--- src/rtl/serdes_pkg.sv ---
// Shared SERDES definitions: alignment state enum, comma prefixes, symbol width
// and the window/comma helper functions used by the word aligner.
package serdes_pkg;

  localparam int SYM_W = 10;
  localparam int OFF_W = 4;

  localparam logic [6:0] COMMA_P7 = 7'b0011111;
  localparam logic [6:0] COMMA_N7 = 7'b1100000;

  typedef enum logic [1:0] {
    UNLOCKED  = 2'd0,
    CANDIDATE = 2'd1,
    LOCKED    = 2'd2
  } align_state_t;

  // Candidate symbol at offset off: cat[19-off -: 10], i.e. cat shifted down by 10-off.
  function automatic logic [SYM_W-1:0] cand_sym(input logic [2*SYM_W-1:0] cat,
                                                input logic [OFF_W-1:0]   off);
    logic [2*SYM_W-1:0] sh;
    sh = cat >> (5'd10 - {1'b0, off});
    return sh[SYM_W-1:0];
  endfunction

  function automatic logic is_comma(input logic [SYM_W-1:0] sym);
    return (sym[SYM_W-1 -: 7] == COMMA_P7) || (sym[SYM_W-1 -: 7] == COMMA_N7);
  endfunction

endpackage

--- src/rtl/comma_detect.sv ---
// Combinational comma scan: flags every one of the 10 bit offsets of the
// 20-bit history window whose candidate symbol starts with a comma prefix.
module comma_detect
  import serdes_pkg::*;
(
  input  logic [2*SYM_W-1:0] cat,
  output logic [SYM_W-1:0]   hit
);

  // One comparator per offset
  always_comb begin
    hit = {SYM_W{1'b0}};
    for (int o = 0; o < SYM_W; o++) begin
      hit[o] = is_comma(cand_sym(cat, OFF_W'(o)));
    end
  end

endmodule

--- src/rtl/comma_aligner.sv ---
// 8b/10b receive word aligner: finds comma offset, locks after LOCK_CNT commas.
// Optional feature macro ALIGNER_REALIGN_EN enables relock on MISALIGN_CNT misaligned commas.
module comma_aligner
  import serdes_pkg::*;
#(
  parameter int LOCK_CNT     = 3,
  parameter int MISALIGN_CNT = 2
) (
  input  logic             BitCLK_10,
  input  logic             Reset,
  input  logic [SYM_W-1:0] RxUnaligned_10,
  output logic [SYM_W-1:0] RxParallel_10,
  output logic             CommaDet,
  output logic             Locked,
  output logic [OFF_W-1:0] AlignOffset
);

  if ((LOCK_CNT < 1) || (LOCK_CNT > 15)) begin : g_bad_lock_cnt
    $error("comma_aligner: LOCK_CNT must be 1..15");
  end
  if ((MISALIGN_CNT < 1) || (MISALIGN_CNT > 15)) begin : g_bad_misalign_cnt
    $error("comma_aligner: MISALIGN_CNT must be 1..15");
  end

  localparam logic [3:0] LOCK_TH = 4'(LOCK_CNT);

  logic [SYM_W-1:0]   w0_r, w1_r;
  logic [2*SYM_W-1:0] cat_s;
  logic [SYM_W-1:0]   hit_s;
  align_state_t       state_r, state_s;
  logic [OFF_W-1:0]   off_r, off_s, low_s, sel_s;
  logic [3:0]         cnt_r, cnt_s, cnt_inc_s;
  logic               any_hit_s, cur_hit_s;
  logic [SYM_W-1:0]   rx_r, rx_s;
  logic               comma_r, comma_s, locked_r, locked_s;

`ifdef ALIGNER_REALIGN_EN
  localparam logic [3:0] MIS_TH = 4'(MISALIGN_CNT);
  logic [3:0] mcnt_r, mcnt_s, mcnt_inc_s;
`endif

  assign cat_s = {w0_r, w1_r};

  comma_detect u_comma_detect (
    .cat (cat_s),
    .hit (hit_s)
  );

  // Offset selection: keep the current offset while it still hits, else lowest hit
  always_comb begin
    low_s = 4'd0;
    for (int o = SYM_W - 1; o >= 0; o--) begin
      low_s = hit_s[o] ? OFF_W'(o) : low_s;
    end
    any_hit_s = |hit_s;
    cur_hit_s = hit_s[off_r];
    sel_s     = cur_hit_s ? off_r : low_s;
    cnt_inc_s = (cnt_r == 4'hF) ? cnt_r : (cnt_r + 4'd1);
  end

  // Alignment FSM next state plus next output word (new offset applies to this word)
  always_comb begin
    state_s = state_r;
    off_s   = off_r;
    cnt_s   = cnt_r;
`ifdef ALIGNER_REALIGN_EN
    mcnt_s     = mcnt_r;
    mcnt_inc_s = (mcnt_r == 4'hF) ? mcnt_r : (mcnt_r + 4'd1);
`endif
    case (state_r)
      UNLOCKED: begin
        if (any_hit_s) begin
          off_s   = sel_s;
          cnt_s   = 4'd1;
          state_s = (LOCK_TH == 4'd1) ? LOCKED : CANDIDATE;
        end else begin
          state_s = UNLOCKED;
        end
      end
      CANDIDATE: begin
        if (cur_hit_s) begin
          cnt_s   = cnt_inc_s;
          state_s = (cnt_inc_s >= LOCK_TH) ? LOCKED : CANDIDATE;
        end else if (any_hit_s) begin
          off_s = sel_s;
          cnt_s = 4'd1;
        end else begin
          state_s = CANDIDATE;
        end
      end
      LOCKED: begin
`ifdef ALIGNER_REALIGN_EN
        if (cur_hit_s) begin
          mcnt_s = 4'd0;
        end else if (any_hit_s) begin
          if (mcnt_inc_s >= MIS_TH) begin
            state_s = CANDIDATE;
            off_s   = sel_s;
            cnt_s   = 4'd1;
            mcnt_s  = 4'd0;
          end else begin
            mcnt_s = mcnt_inc_s;
          end
        end else begin
          mcnt_s = mcnt_r;
        end
`else
        state_s = LOCKED;
`endif
      end
      default: begin
        state_s = UNLOCKED;
        off_s   = 4'd0;
        cnt_s   = 4'd0;
      end
    endcase
    rx_s     = cand_sym(cat_s, off_s);
    comma_s  = hit_s[off_s];
    locked_s = (state_s == LOCKED);
  end

  // History, FSM state and registered outputs
  always_ff @(posedge BitCLK_10 or negedge Reset) begin
    if (!Reset) begin
      w0_r     <= 10'd0;
      w1_r     <= 10'd0;
      state_r  <= UNLOCKED;
      off_r    <= 4'd0;
      cnt_r    <= 4'd0;
      rx_r     <= 10'd0;
      comma_r  <= 1'b0;
      locked_r <= 1'b0;
    end else begin
      w0_r     <= w1_r;
      w1_r     <= RxUnaligned_10;
      state_r  <= state_s;
      off_r    <= off_s;
      cnt_r    <= cnt_s;
      rx_r     <= rx_s;
      comma_r  <= comma_s;
      locked_r <= locked_s;
    end
  end

`ifdef ALIGNER_REALIGN_EN
  // Misaligned-comma counter, only present with realignment
  always_ff @(posedge BitCLK_10 or negedge Reset) begin
    if (!Reset) begin
      mcnt_r <= 4'd0;
    end else begin
      mcnt_r <= mcnt_s;
    end
  end
`endif

  assign RxParallel_10 = rx_r;
  assign CommaDet      = comma_r;
  assign Locked        = locked_r;
  assign AlignOffset   = off_r;

endmodule
--- config.mk ---
export PLATFORM = sky130hd
export DESIGN_NAME = comma_aligner
export DESIGN_NICKNAME = d
export VERILOG_FILES = /design/src/rtl/serdes_pkg.sv /design/src/rtl/comma_detect.sv /design/src/rtl/comma_aligner.sv
export SDC_FILE = /design/constraint.sdc
export NUM_CORES = 1
export LEC_CHECK = 0
export BUFFER_PORTS_ARGS = -buffer_cell sky130_fd_sc_hd__buf_4
export CAP_MARGIN = 20
export CORE_AREA = 2 2 74 76
export DETAILED_ROUTE_END_ITERATION = 16
export DIE_AREA = 0 0 76 78
export HOLD_SLACK_MARGIN = 0.05
export PLACE_DENSITY = 0.83
export SETUP_SLACK_MARGIN = 0.4
export SYNTH_ARGS = -nofsm -noshare
export SYNTH_HDL_FRONTEND = slang
export SYNTH_SLANG_ARGS = --single-unit
--- constraint.sdc ---
create_clock -name BitCLK_10 -period 6 [get_ports BitCLK_10]
set_clock_uncertainty 0.1 [all_clocks]
set_input_delay 0.9 -clock BitCLK_10 [delete_from_list [all_inputs] [get_ports BitCLK_10]]
set_output_delay 0.9 -clock BitCLK_10 [all_outputs]
set_load 0.01 [all_outputs]
==> results of run 1 <==
==> power by group through the flow <==
| stage | Combinational (W) | Clock (W) | Sequential (W) |
|---|---|---|---|
| after detailed placement | 0.000275 | 0 | 0.000365 |
| after floorplan | 0.000191 | 0 | 0.000361 |
| after CTS | 0.000276 | 0.000201 | 0.000359 |
| final | 0.000281 | 0.000197 | 0.000361 |
| after global placement | 0.000273 | 0 | 0.000364 |
| after global routing | 0.000302 | 0.000214 | 0.000366 |
==> cell usage after synthesis (4+ instances only) <==
library cell / count
sky130_fd_sc_hd__or3_1: 5
sky130_fd_sc_hd__mux2_2: 4
sky130_fd_sc_hd__o211ai_1: 5
sky130_fd_sc_hd__dfrtp_1: 42
sky130_fd_sc_hd__and3_1: 5
sky130_fd_sc_hd__a21oi_1: 25
sky130_fd_sc_hd__o21ai_0: 11
sky130_fd_sc_hd__nand4_1: 4
sky130_fd_sc_hd__o21ai_1: 4
sky130_fd_sc_hd__a31oi_1: 5
sky130_fd_sc_hd__inv_1: 7
sky130_fd_sc_hd__clkbuf_1: 4
sky130_fd_sc_hd__a311oi_1: 4
sky130_fd_sc_hd__buf_4: 6
sky130_fd_sc_hd__nand3b_1: 4
sky130_fd_sc_hd__o31ai_1: 4
sky130_fd_sc_hd__and2_1: 7
sky130_fd_sc_hd__o2111ai_1: 4
sky130_fd_sc_hd__buf_6: 4
sky130_fd_sc_hd__nand2_2: 4
sky130_fd_sc_hd__nand3_1: 20
sky130_fd_sc_hd__buf_2: 10
sky130_fd_sc_hd__nor2_1: 13
sky130_fd_sc_hd__mux2i_1: 6
sky130_fd_sc_hd__nand2_1: 39
sky130_fd_sc_hd__a32o_1: 5
sky130_fd_sc_hd__nor3_1: 4
sky130_fd_sc_hd__mux2_4: 4
sky130_fd_sc_hd__nor2b_1: 6
==> final timing paths <==
check	startpoint	to	cells past startpoint
max in group asynchronous	Reset	RxParallel_10[6]	1
worst min register to register	w1_r[0]	w0_r[0]	0
worst min-delay path	w1_r[0]	w0_r[0]	0
worst max register to register	w1_r[9]	RxParallel_10[8]	12
worst max-delay path	w1_r[9]	RxParallel_10[8]	12
min in group asynchronous	Reset	cnt_r[0]	1
==> layout make-up <==
cell class              count  area, µm²
multi-input cells         274       1963
fillers                   402       1598
flip-flops and latches     42       1051
repair buffers             27      202.7
well taps                  70      87.58
clock buffers               5      68.82
inverters                  11      46.29
clock inverters             3      25.02
==> metrics by stage <==
stage	utilization (%)	hold WS [ns]	area (µm²)	instances
floorplan	-	0.2546	3231	352
global placement	66.45	0.3259	3351	424
detailed placement	66.45	0.3080	3351	424
CTS	68.31	0.3305	3445	432
global route	68.31	0.3468	3445	432
finish	68.31	0.3381	3445	432
==> routing by layer <==
| layer | vias up | global-route usage, % | share of wire (%) |
|---|---|---|---|
| li1 | 1371 | - | - |
| met1 | 1432 | 41.15 | 41 |
| met2 | 210 | 47.59 | 45 |
| met3 | 38 | 6.279 | 11 |
| met4 | 0 | 13.27 | 3.0 |
| met5 | - | 0 | 0 |
==> cells by family after synthesis <==
| family | Yosys count |
|---|---|
| multiplexers | 17 |
| buffers and inverters | 36 |
| AO/OA/AOI/OAI | 118 |
| flip-flops | 42 |
| AND/OR/NAND/NOR | 137 |
| adder cells (fa/ha/maj) | 1 |
| XOR/XNOR | 1 |
==> state kept, by name, indices dropped and copies added, names as in the netlist <==
signal         cells
RxParallel_10     10
w0_r              10
w1_r              10
AlignOffset        4
cnt_r              4
state_r            2
CommaDet           1
Locked             1
==> worst reg2reg max path: stages, from the launching register on <==
cell and delay [ns]:
sky130_fd_sc_hd__dfrtp_1 0.64, sky130_fd_sc_hd__or4_4 0.61, sky130_fd_sc_hd__or3_1 0.42, sky130_fd_sc_hd__a21boi_1 0.18, sky130_fd_sc_hd__o31ai_1 0.11, sky130_fd_sc_hd__nand3_1 0.22, sky130_fd_sc_hd__nor4b_1 0.09, sky130_fd_sc_hd__a31oi_1 0.77
sky130_fd_sc_hd__inv_2 0.25, sky130_fd_sc_hd__nor2_1 0.41, sky130_fd_sc_hd__o221ai_2 0.18, sky130_fd_sc_hd__o31ai_1 0.27, sky130_fd_sc_hd__o2bb2ai_1 0.18
==> flow_results.xml, run 1 <==
<?xml version="1.0" encoding="UTF-8"?>
<metrics>
  <group name="logic_synthesis">
    <metric name="netlist_instances" unit="">352</metric>
    <metric name="ys_ff_latch" unit="">42</metric>
    <metric name="synthTopCellsByArea" unit="">sky130_fd_sc_hd__dfrtp_1 (33%), sky130_fd_sc_hd__nand2_1 (4.5%), sky130_fd_sc_hd__a21oi_1 (3.9%)</metric>
    <metric name="number_of_synthesized_flops_with_an_enable_pin" unit="">0</metric>
    <metric name="async_flop_share" unit="%">100.0</metric>
    <metric name="synth_compound_area_share" unit="%">28.66</metric>
    <metric name="synthesis.yosys.warnings" unit="">0</metric>
    <metric name="ys_types" unit="">84</metric>
    <metric name="synthXorXnorAreaFrac" unit="%">0.2711</metric>
    <metric name="synth_simple_gate_area_share" unit="%">24.24</metric>
    <metric name="synth_area" unit="mm²">0.003231</metric>
    <metric name="synth_top_cell_by_area" unit="">sky130_fd_sc_hd__dfrtp_1</metric>
    <metric name="mappedNetlistNets" unit="">365</metric>
    <metric name="synth_adder_area_share" unit="%">0.3873</metric>
    <metric name="dominant_combinational_cell_family_by_area_after_synthesis" unit="">compound AO/OA/AOI/OAI gates</metric>
    <metric name="synth.top_cell.area_share" unit="%">32.53</metric>
    <metric name="synth_sequential_area_ratio" unit="%">32.53</metric>
    <metric name="synthesis.area_per_instance" unit="µm²">9.178</metric>
    <metric name="synth_ff_type" unit="">sky130_fd_sc_hd__dfrtp_1</metric>
    <metric name="synth.mux.area_fraction" unit="%">7.204</metric>
  </group>
  <group name="clock_tree">
    <metric name="cts_num_sinks" unit="">42</metric>
    <metric name="cts_buffer_depth" unit="">2</metric>
    <metric name="ctsHtreeMaxLevel" unit="">2</metric>
    <metric name="cts_hold_repair.buffers" unit="">0</metric>
    <metric name="tritoncts" unit="">done</metric>
    <metric name="cts_root_buffer" unit="">sky130_fd_sc_hd__clkbuf_8</metric>
    <metric name="total_setup_buffers_inserted_after_cts" unit="">0</metric>
    <metric name="worst_setup_hold_path_clk_slew" unit="ns">0.09</metric>
    <metric name="cts.repair.resized" unit="">0</metric>
    <metric name="clkLatencyLatePin" unit="ns">0.31</metric>
    <metric name="inserted_clock_buffers" unit="">5</metric>
  </group>
  <group name="power_and_ir_drop">
    <metric name="power.ir.vdd_worst" unit="mV">0.1432</metric>
    <metric name="power_spent_charging_and_discharging_nets" unit="W">0.0003071</metric>
    <metric name="power.share.switching" unit="%">36.62</metric>
    <metric name="comb_power_share" unit="%">33.5</metric>
    <metric name="power_frac_clock" unit="%">23.5</metric>
    <metric name="cell_area_power_density" unit="mW/mm²">243.4</metric>
    <metric name="power_report.internal_total" unit="W">0.0005313</metric>
    <metric name="p_seq_share" unit="%">43.0</metric>
    <metric name="post-layout-total-power" unit="W">0.0008384</metric>
    <metric name="total_leakage_power" unit="nW">1.414</metric>
  </group>
  <group name="die">
    <metric name="floorplan.rows" unit="">26</metric>
    <metric name="floorplan.die_area" unit="mm²">0.005928</metric>
    <metric name="start_util" unit="%">64.07</metric>
    <metric name="core-area" unit="mm²">0.005042</metric>
    <metric name="io_pins" unit="">28</metric>
    <metric name="die_width" unit="µm">76</metric>
    <metric name="die-height" unit="µm">78</metric>
  </group>
  <group name="worst_setup_path">
    <metric name="path_cells" unit="">or4_4 -&gt; or3_1 -&gt; a21boi_1 -&gt; o31ai_1 -&gt; nand3_1 -&gt; nor4b_1 -&gt; a31oi_1 -&gt; inv_2 -&gt; nor2_1 -&gt; o221ai_2 -&gt; o31ai_1 -&gt; o2bb2ai_1</metric>
    <metric name="worstPathMaxFanout" unit="">19</metric>
    <metric name="crit_required" unit="ns">6.11</metric>
    <metric name="worstSetupPathType" unit="">flip-flop to flip-flop</metric>
    <metric name="worst_path_dominant_cell_family" unit="">simple AND/OR/NAND/NOR gates</metric>
    <metric name="critPathMaxStageDelay" unit="ns">0.77</metric>
    <metric name="slowest_stage_cell_crit_path" unit="">sky130_fd_sc_hd__a31oi_1</metric>
    <metric name="timing.critical_path.buf_inv" unit="">1</metric>
    <metric name="crit_path_frequent_cell" unit="">sky130_fd_sc_hd__o31ai_1</metric>
    <metric name="timing.critical_path.from_type" unit="">flip-flop</metric>
    <metric name="crit_arrival" unit="ns">4.63</metric>
    <metric name="endpoint_kind" unit="">flip-flop</metric>
    <metric name="ff_to_ff_setup_slack" unit="ns">1.48</metric>
  </group>
  <group name="timing">
    <metric name="fmax" unit="GHz">0.2214</metric>
    <metric name="worst_slew_margin_rel" unit="%">31.45</metric>
    <metric name="slew_violations" unit="">0</metric>
    <metric name="finalHoldViolCount" unit="">0</metric>
    <metric name="rsz0062_at_grt" unit="">false</metric>
    <metric name="setup_viol" unit="">0</metric>
    <metric name="final.period_utilization" unit="%">75.29</metric>
    <metric name="timing_worst_slew_pin_value" unit="ns">1.023</metric>
    <metric name="finalSetupTns" unit="ns">0</metric>
    <metric name="post-route-min-period" unit="ns">4.517</metric>
    <metric name="final_critical_path_setup_slack" unit="ns">1.483</metric>
  </group>
  <group name="place">
    <metric name="preCtsSetupSlack" unit="ns">1.670</metric>
    <metric name="routabilityCongestion" unit="">0.9968</metric>
    <metric name="detailed_place_hpwl" unit="µm">6229</metric>
    <metric name="io_buffers" unit="">27</metric>
  </group>
  <group name="drt">
    <metric name="wire_per_inst" unit="µm">20.23</metric>
    <metric name="vias" unit="">3051</metric>
    <metric name="firstDrtPassIters" unit="">6</metric>
    <metric name="drt-initial-drc-count" unit="">506</metric>
    <metric name="post_drt_via_cell_ratio" unit="">7.063</metric>
    <metric name="detail_route.drc_violations" unit="">0</metric>
    <metric name="drt.antenna.violating_nets" unit="">0</metric>
    <metric name="routed_wirelength" unit="µm">8738</metric>
  </group>
  <group name="run">
    <metric name="cap_violations" unit="">0</metric>
  </group>
  <group name="run_status">
    <metric name="run_status" unit="">finished clean</metric>
  </group>
  <group name="final_layout">
    <metric name="nNetsFinal" unit="">374</metric>
    <metric name="area_growth" unit="%">6.623</metric>
    <metric name="insertedDiodeCount" unit="">0</metric>
    <metric name="layout_cell_share_with_drive_strength_beyond_1" unit="%">21.55</metric>
    <metric name="mostFrequentLayoutCells" unit="">sky130_fd_sc_hd__dfrtp_1 (42), sky130_fd_sc_hd__nand2_1 (39), sky130_fd_sc_hd__buf_4 (27)</metric>
    <metric name="most_common_library_cell_in_the_layout_ignoring_fill_and_taps" unit="">sky130_fd_sc_hd__dfrtp_1</metric>
  </group>
  <group name="global_route">
    <metric name="grt_pass1_vias" unit="">2875</metric>
    <metric name="grt_remaining_overflow" unit="">0</metric>
    <metric name="global_route.usage.total" unit="%">30.42</metric>
    <metric name="maximum_number_of_pins_on_one_net_before_global_route_repair" unit="">43</metric>
    <metric name="grt_first_pass_wirelength" unit="µm">14320</metric>
    <metric name="grt_antenna_before_repair" unit="">0</metric>
  </group>
  <group name="hold_path">
    <metric name="timing.hold.worst.class" unit="">flip-flop to flip-flop</metric>
  </group>
</metrics>
(Power assumes the default switching activity.)
==> run 2: changes to the inputs <==
Settings changed: CORE_AREA 2 2 74 76 to 2 2 80 82, DIE_AREA 0 0 76 78 to 0 0 82 84, PLACE_DENSITY 0.83 to 0.75.
Clock period 6 ns to 4.14 ns, I/O delays scaled along.
==> flow_results.xml, run 2 (synthesis results as in run 1) <==
<?xml version="1.0" encoding="UTF-8"?>
<metrics>
  <group name="worst_setup_path">
    <metric name="endpoint_kind" unit="">flip-flop</metric>
    <metric name="path_cells" unit="">buf_4 -&gt; or4_4 -&gt; or3_4 -&gt; a21boi_1 -&gt; o31ai_1 -&gt; and3_4 -&gt; a21boi_4 -&gt; nor2_8 -&gt; inv_8 -&gt; mux2_4 -&gt; a211o_1 -&gt; a21oi_1 -&gt; o32ai_1</metric>
    <metric name="slowest_stage_cell_crit_path" unit="">sky130_fd_sc_hd__or4_4</metric>
    <metric name="crit_arrival" unit="ns">3.69</metric>
    <metric name="crit_required" unit="ns">4.21</metric>
    <metric name="worstSetupPathType" unit="">flip-flop to flip-flop</metric>
    <metric name="timing.critical_path.from_type" unit="">flip-flop</metric>
    <metric name="critPathMaxStageDelay" unit="ns">0.54</metric>
    <metric name="worstPathMaxFanout" unit="">23</metric>
  </group>
  <group name="global_route">
    <metric name="grt_pass1_vias" unit="">2724</metric>
    <metric name="global_route.usage.total" unit="%">27.15</metric>
    <metric name="grt_antenna_before_repair" unit="">0</metric>
    <metric name="grt_remaining_overflow" unit="">0</metric>
    <metric name="grt_first_pass_wirelength" unit="µm">14240</metric>
    <metric name="maximum_number_of_pins_on_one_net_before_global_route_repair" unit="">43</metric>
  </group>
  <group name="clock_tree">
    <metric name="tritoncts" unit="">done</metric>
    <metric name="cts_hold_repair.buffers" unit="">0</metric>
    <metric name="cts_root_buffer" unit="">sky130_fd_sc_hd__clkbuf_8</metric>
    <metric name="cts_num_sinks" unit="">42</metric>
    <metric name="worst_setup_hold_path_clk_slew" unit="ns">0.09</metric>
    <metric name="ctsHtreeMaxLevel" unit="">2</metric>
    <metric name="cts_buffer_depth" unit="">2</metric>
    <metric name="inserted_clock_buffers" unit="">5</metric>
    <metric name="clkLatencyLatePin" unit="ns">0.30</metric>
  </group>
  <group name="final_layout">
    <metric name="sequential_cell_area" unit="mm²">0.001057</metric>
    <metric name="multi_input_area" unit="mm²">0.001994</metric>
    <metric name="mostFrequentLayoutCells" unit="">sky130_fd_sc_hd__buf_4 (53), sky130_fd_sc_hd__nand2_1 (39), sky130_fd_sc_hd__dfrtp_1 (37)</metric>
    <metric name="nNetsFinal" unit="">401</metric>
    <metric name="final_cell_count_no_fill" unit="">466</metric>
    <metric name="layout_cell_share_with_drive_strength_beyond_1" unit="%">30.08</metric>
    <metric name="insertedDiodeCount" unit="">0</metric>
    <metric name="n_fill_cell" unit="">537</metric>
    <metric name="area_growth" unit="%">14.21</metric>
    <metric name="most_common_library_cell_in_the_layout_ignoring_fill_and_taps" unit="">sky130_fd_sc_hd__buf_4</metric>
  </group>
  <group name="timing">
    <metric name="finalSetupTns" unit="ns">0</metric>
    <metric name="final.period_utilization" unit="%">87.47</metric>
    <metric name="finalHoldViolCount" unit="">0</metric>
    <metric name="timing_worst_slew_pin_value" unit="ns">0.5302</metric>
    <metric name="fmax" unit="GHz">0.2761</metric>
    <metric name="slew_violations" unit="">0</metric>
    <metric name="worst_slew_margin_rel" unit="%">64.65</metric>
    <metric name="rsz0062_at_grt" unit="">true</metric>
    <metric name="post-route-min-period" unit="ns">3.621</metric>
    <metric name="setup_viol" unit="">0</metric>
  </group>
  <group name="power_and_ir_drop">
    <metric name="comb_power_share" unit="%">36.6</metric>
    <metric name="power.ir.vdd_worst" unit="mV">0.1928</metric>
    <metric name="power.share.switching" unit="%">35.07</metric>
    <metric name="cell_area_power_density" unit="mW/mm²">339.6</metric>
    <metric name="total_leakage_power" unit="nW">1.557</metric>
    <metric name="power_report.internal_total" unit="W">0.0008136</metric>
    <metric name="p_seq_share" unit="%">41.1</metric>
    <metric name="power_spent_charging_and_discharging_nets" unit="W">0.0004395</metric>
    <metric name="power_frac_clock" unit="%">22.3</metric>
  </group>
  <group name="drt">
    <metric name="post_drt_via_cell_ratio" unit="">6.742</metric>
    <metric name="vias" unit="">3142</metric>
    <metric name="firstDrtPassIters" unit="">5</metric>
    <metric name="drt-initial-drc-count" unit="">508</metric>
    <metric name="wire_per_inst" unit="µm">19.63</metric>
    <metric name="detail_route.drc_violations" unit="">0</metric>
    <metric name="routed_wirelength" unit="µm">9149</metric>
    <metric name="drt.antenna.violating_nets" unit="">0</metric>
  </group>
  <group name="die">
    <metric name="core-area" unit="mm²">0.006096</metric>
    <metric name="die-height" unit="µm">84</metric>
    <metric name="start_util" unit="%">53.00</metric>
    <metric name="die_width" unit="µm">82</metric>
    <metric name="floorplan.die_area" unit="mm²">0.006888</metric>
    <metric name="io_pins" unit="">28</metric>
    <metric name="floorplan.rows" unit="">29</metric>
  </group>
  <group name="place">
    <metric name="routabilityCongestion" unit="">0.9492</metric>
    <metric name="detailed_place_hpwl" unit="µm">6721</metric>
    <metric name="io_buffers" unit="">27</metric>
    <metric name="placed_cells" unit="">449</metric>
  </group>
  <group name="run_status">
    <metric name="run_status" unit="">finished clean</metric>
  </group>
  <group name="run">
    <metric name="cap_violations" unit="">0</metric>
  </group>
  <group name="hold_path">
    <metric name="timing.hold.worst.class" unit="">input port to asynchronous set/reset pin</metric>
  </group>
</metrics>
## run 2: changes by cell type in the layout (fill, tap and decap cells not counted), sizes merged
cell	previous run	this run
clkbuf	5	6
inv	12	11
nor2	14	15
buf	27	53
## run 2: worst max-delay path: cells and delay by family (launching register included)
| family | cells | cell delay (ns) |
|---|---|---|
| buffers and inverters | 2 | 0.32 |
| flip-flops | 1 | 0.42 |
| AO/OA/AOI/OAI | 6 | 1.08 |
| multiplexers | 1 | 0.32 |
| AND/OR/NAND/NOR | 4 | 1.25 |
## run 2: layout make-up
class | count | share of cell area [%]
clock buffer | 6 | 2.238
sequential | 42 | 28.65
clock inverter | 2 | 0.3391
tap | 77 | 2.611
inverter | 11 | 1.322
timing repair buffer | 53 | 10.78
multi-input combinational | 275 | 54.05
## run 2: what timing repair did
item                                    CTS  global route
gates resized for setup                   0            14
buffers inserted                          0             8
endpoints found under the setup margin    0            10
## run 2: metrics by stage
stage	utilization [%]	cell area [µm²]	hold slack (ns)	setup WS (ns)	power, W
3_5_place_dp	57.33	3495	0.3128	0.4408	0.0009538
3_3_place_gp	57.33	3495	0.3125	0.4761	0.0009472
5_1_grt	60.53	3690	0.2308	0.3868	0.001323
4_1_cts	58.89	3590	0.2116	0.4069	0.001232
6_report	60.53	3690	0.1900	0.5186	0.001253
2_1_floorplan	-	3231	0.2254	0.8283	0.0008001
## run 2: power groups by stage
stage | clock (W) | sequential, W | combinational, W
finish | 0.000279 | 0.000515 | 0.000459
global route | 0.000302 | 0.000523 | 0.000498
CTS | 0.000284 | 0.000514 | 0.000434
detailed placement | 0 | 0.000522 | 0.000432
global placement | 0 | 0.000520 | 0.000427
floorplan | 0 | 0.000523 | 0.000277
## run 2: path summary, 6_finish.rpt
path / slack, ns / cells past startpoint / end / start
worst min-delay path: 0.19 / 1 / cnt_r[0] / Reset
max in group asynchronous: 3.34 / 1 / w1_r[9] / Reset
worst max register to register: 0.52 / 13 / RxParallel_10[0] / w0_r[1]
worst min register to register: 0.34 / 0 / w0_r[1] / w1_r[1]
min in group BitCLK_10: 0.33 / 1 / w1_r[3] / RxUnaligned_10[3]
worst max-delay path: 0.52 / 13 / RxParallel_10[0] / w0_r[1]
## run 2: metal layers
| layer | GRT usage (%) | part of all wire (%) | vias up |
|---|---|---|---|
| met4 | 8.939 | 3.0 | 0 |
| met5 | 0 | 0 | - |
| met2 | 40.21 | 46 | 190 |
| met1 | 37.93 | 42 | 1486 |
| met3 | 7.576 | 9.2 | 41 |
| li1 | - | - | 1425 |
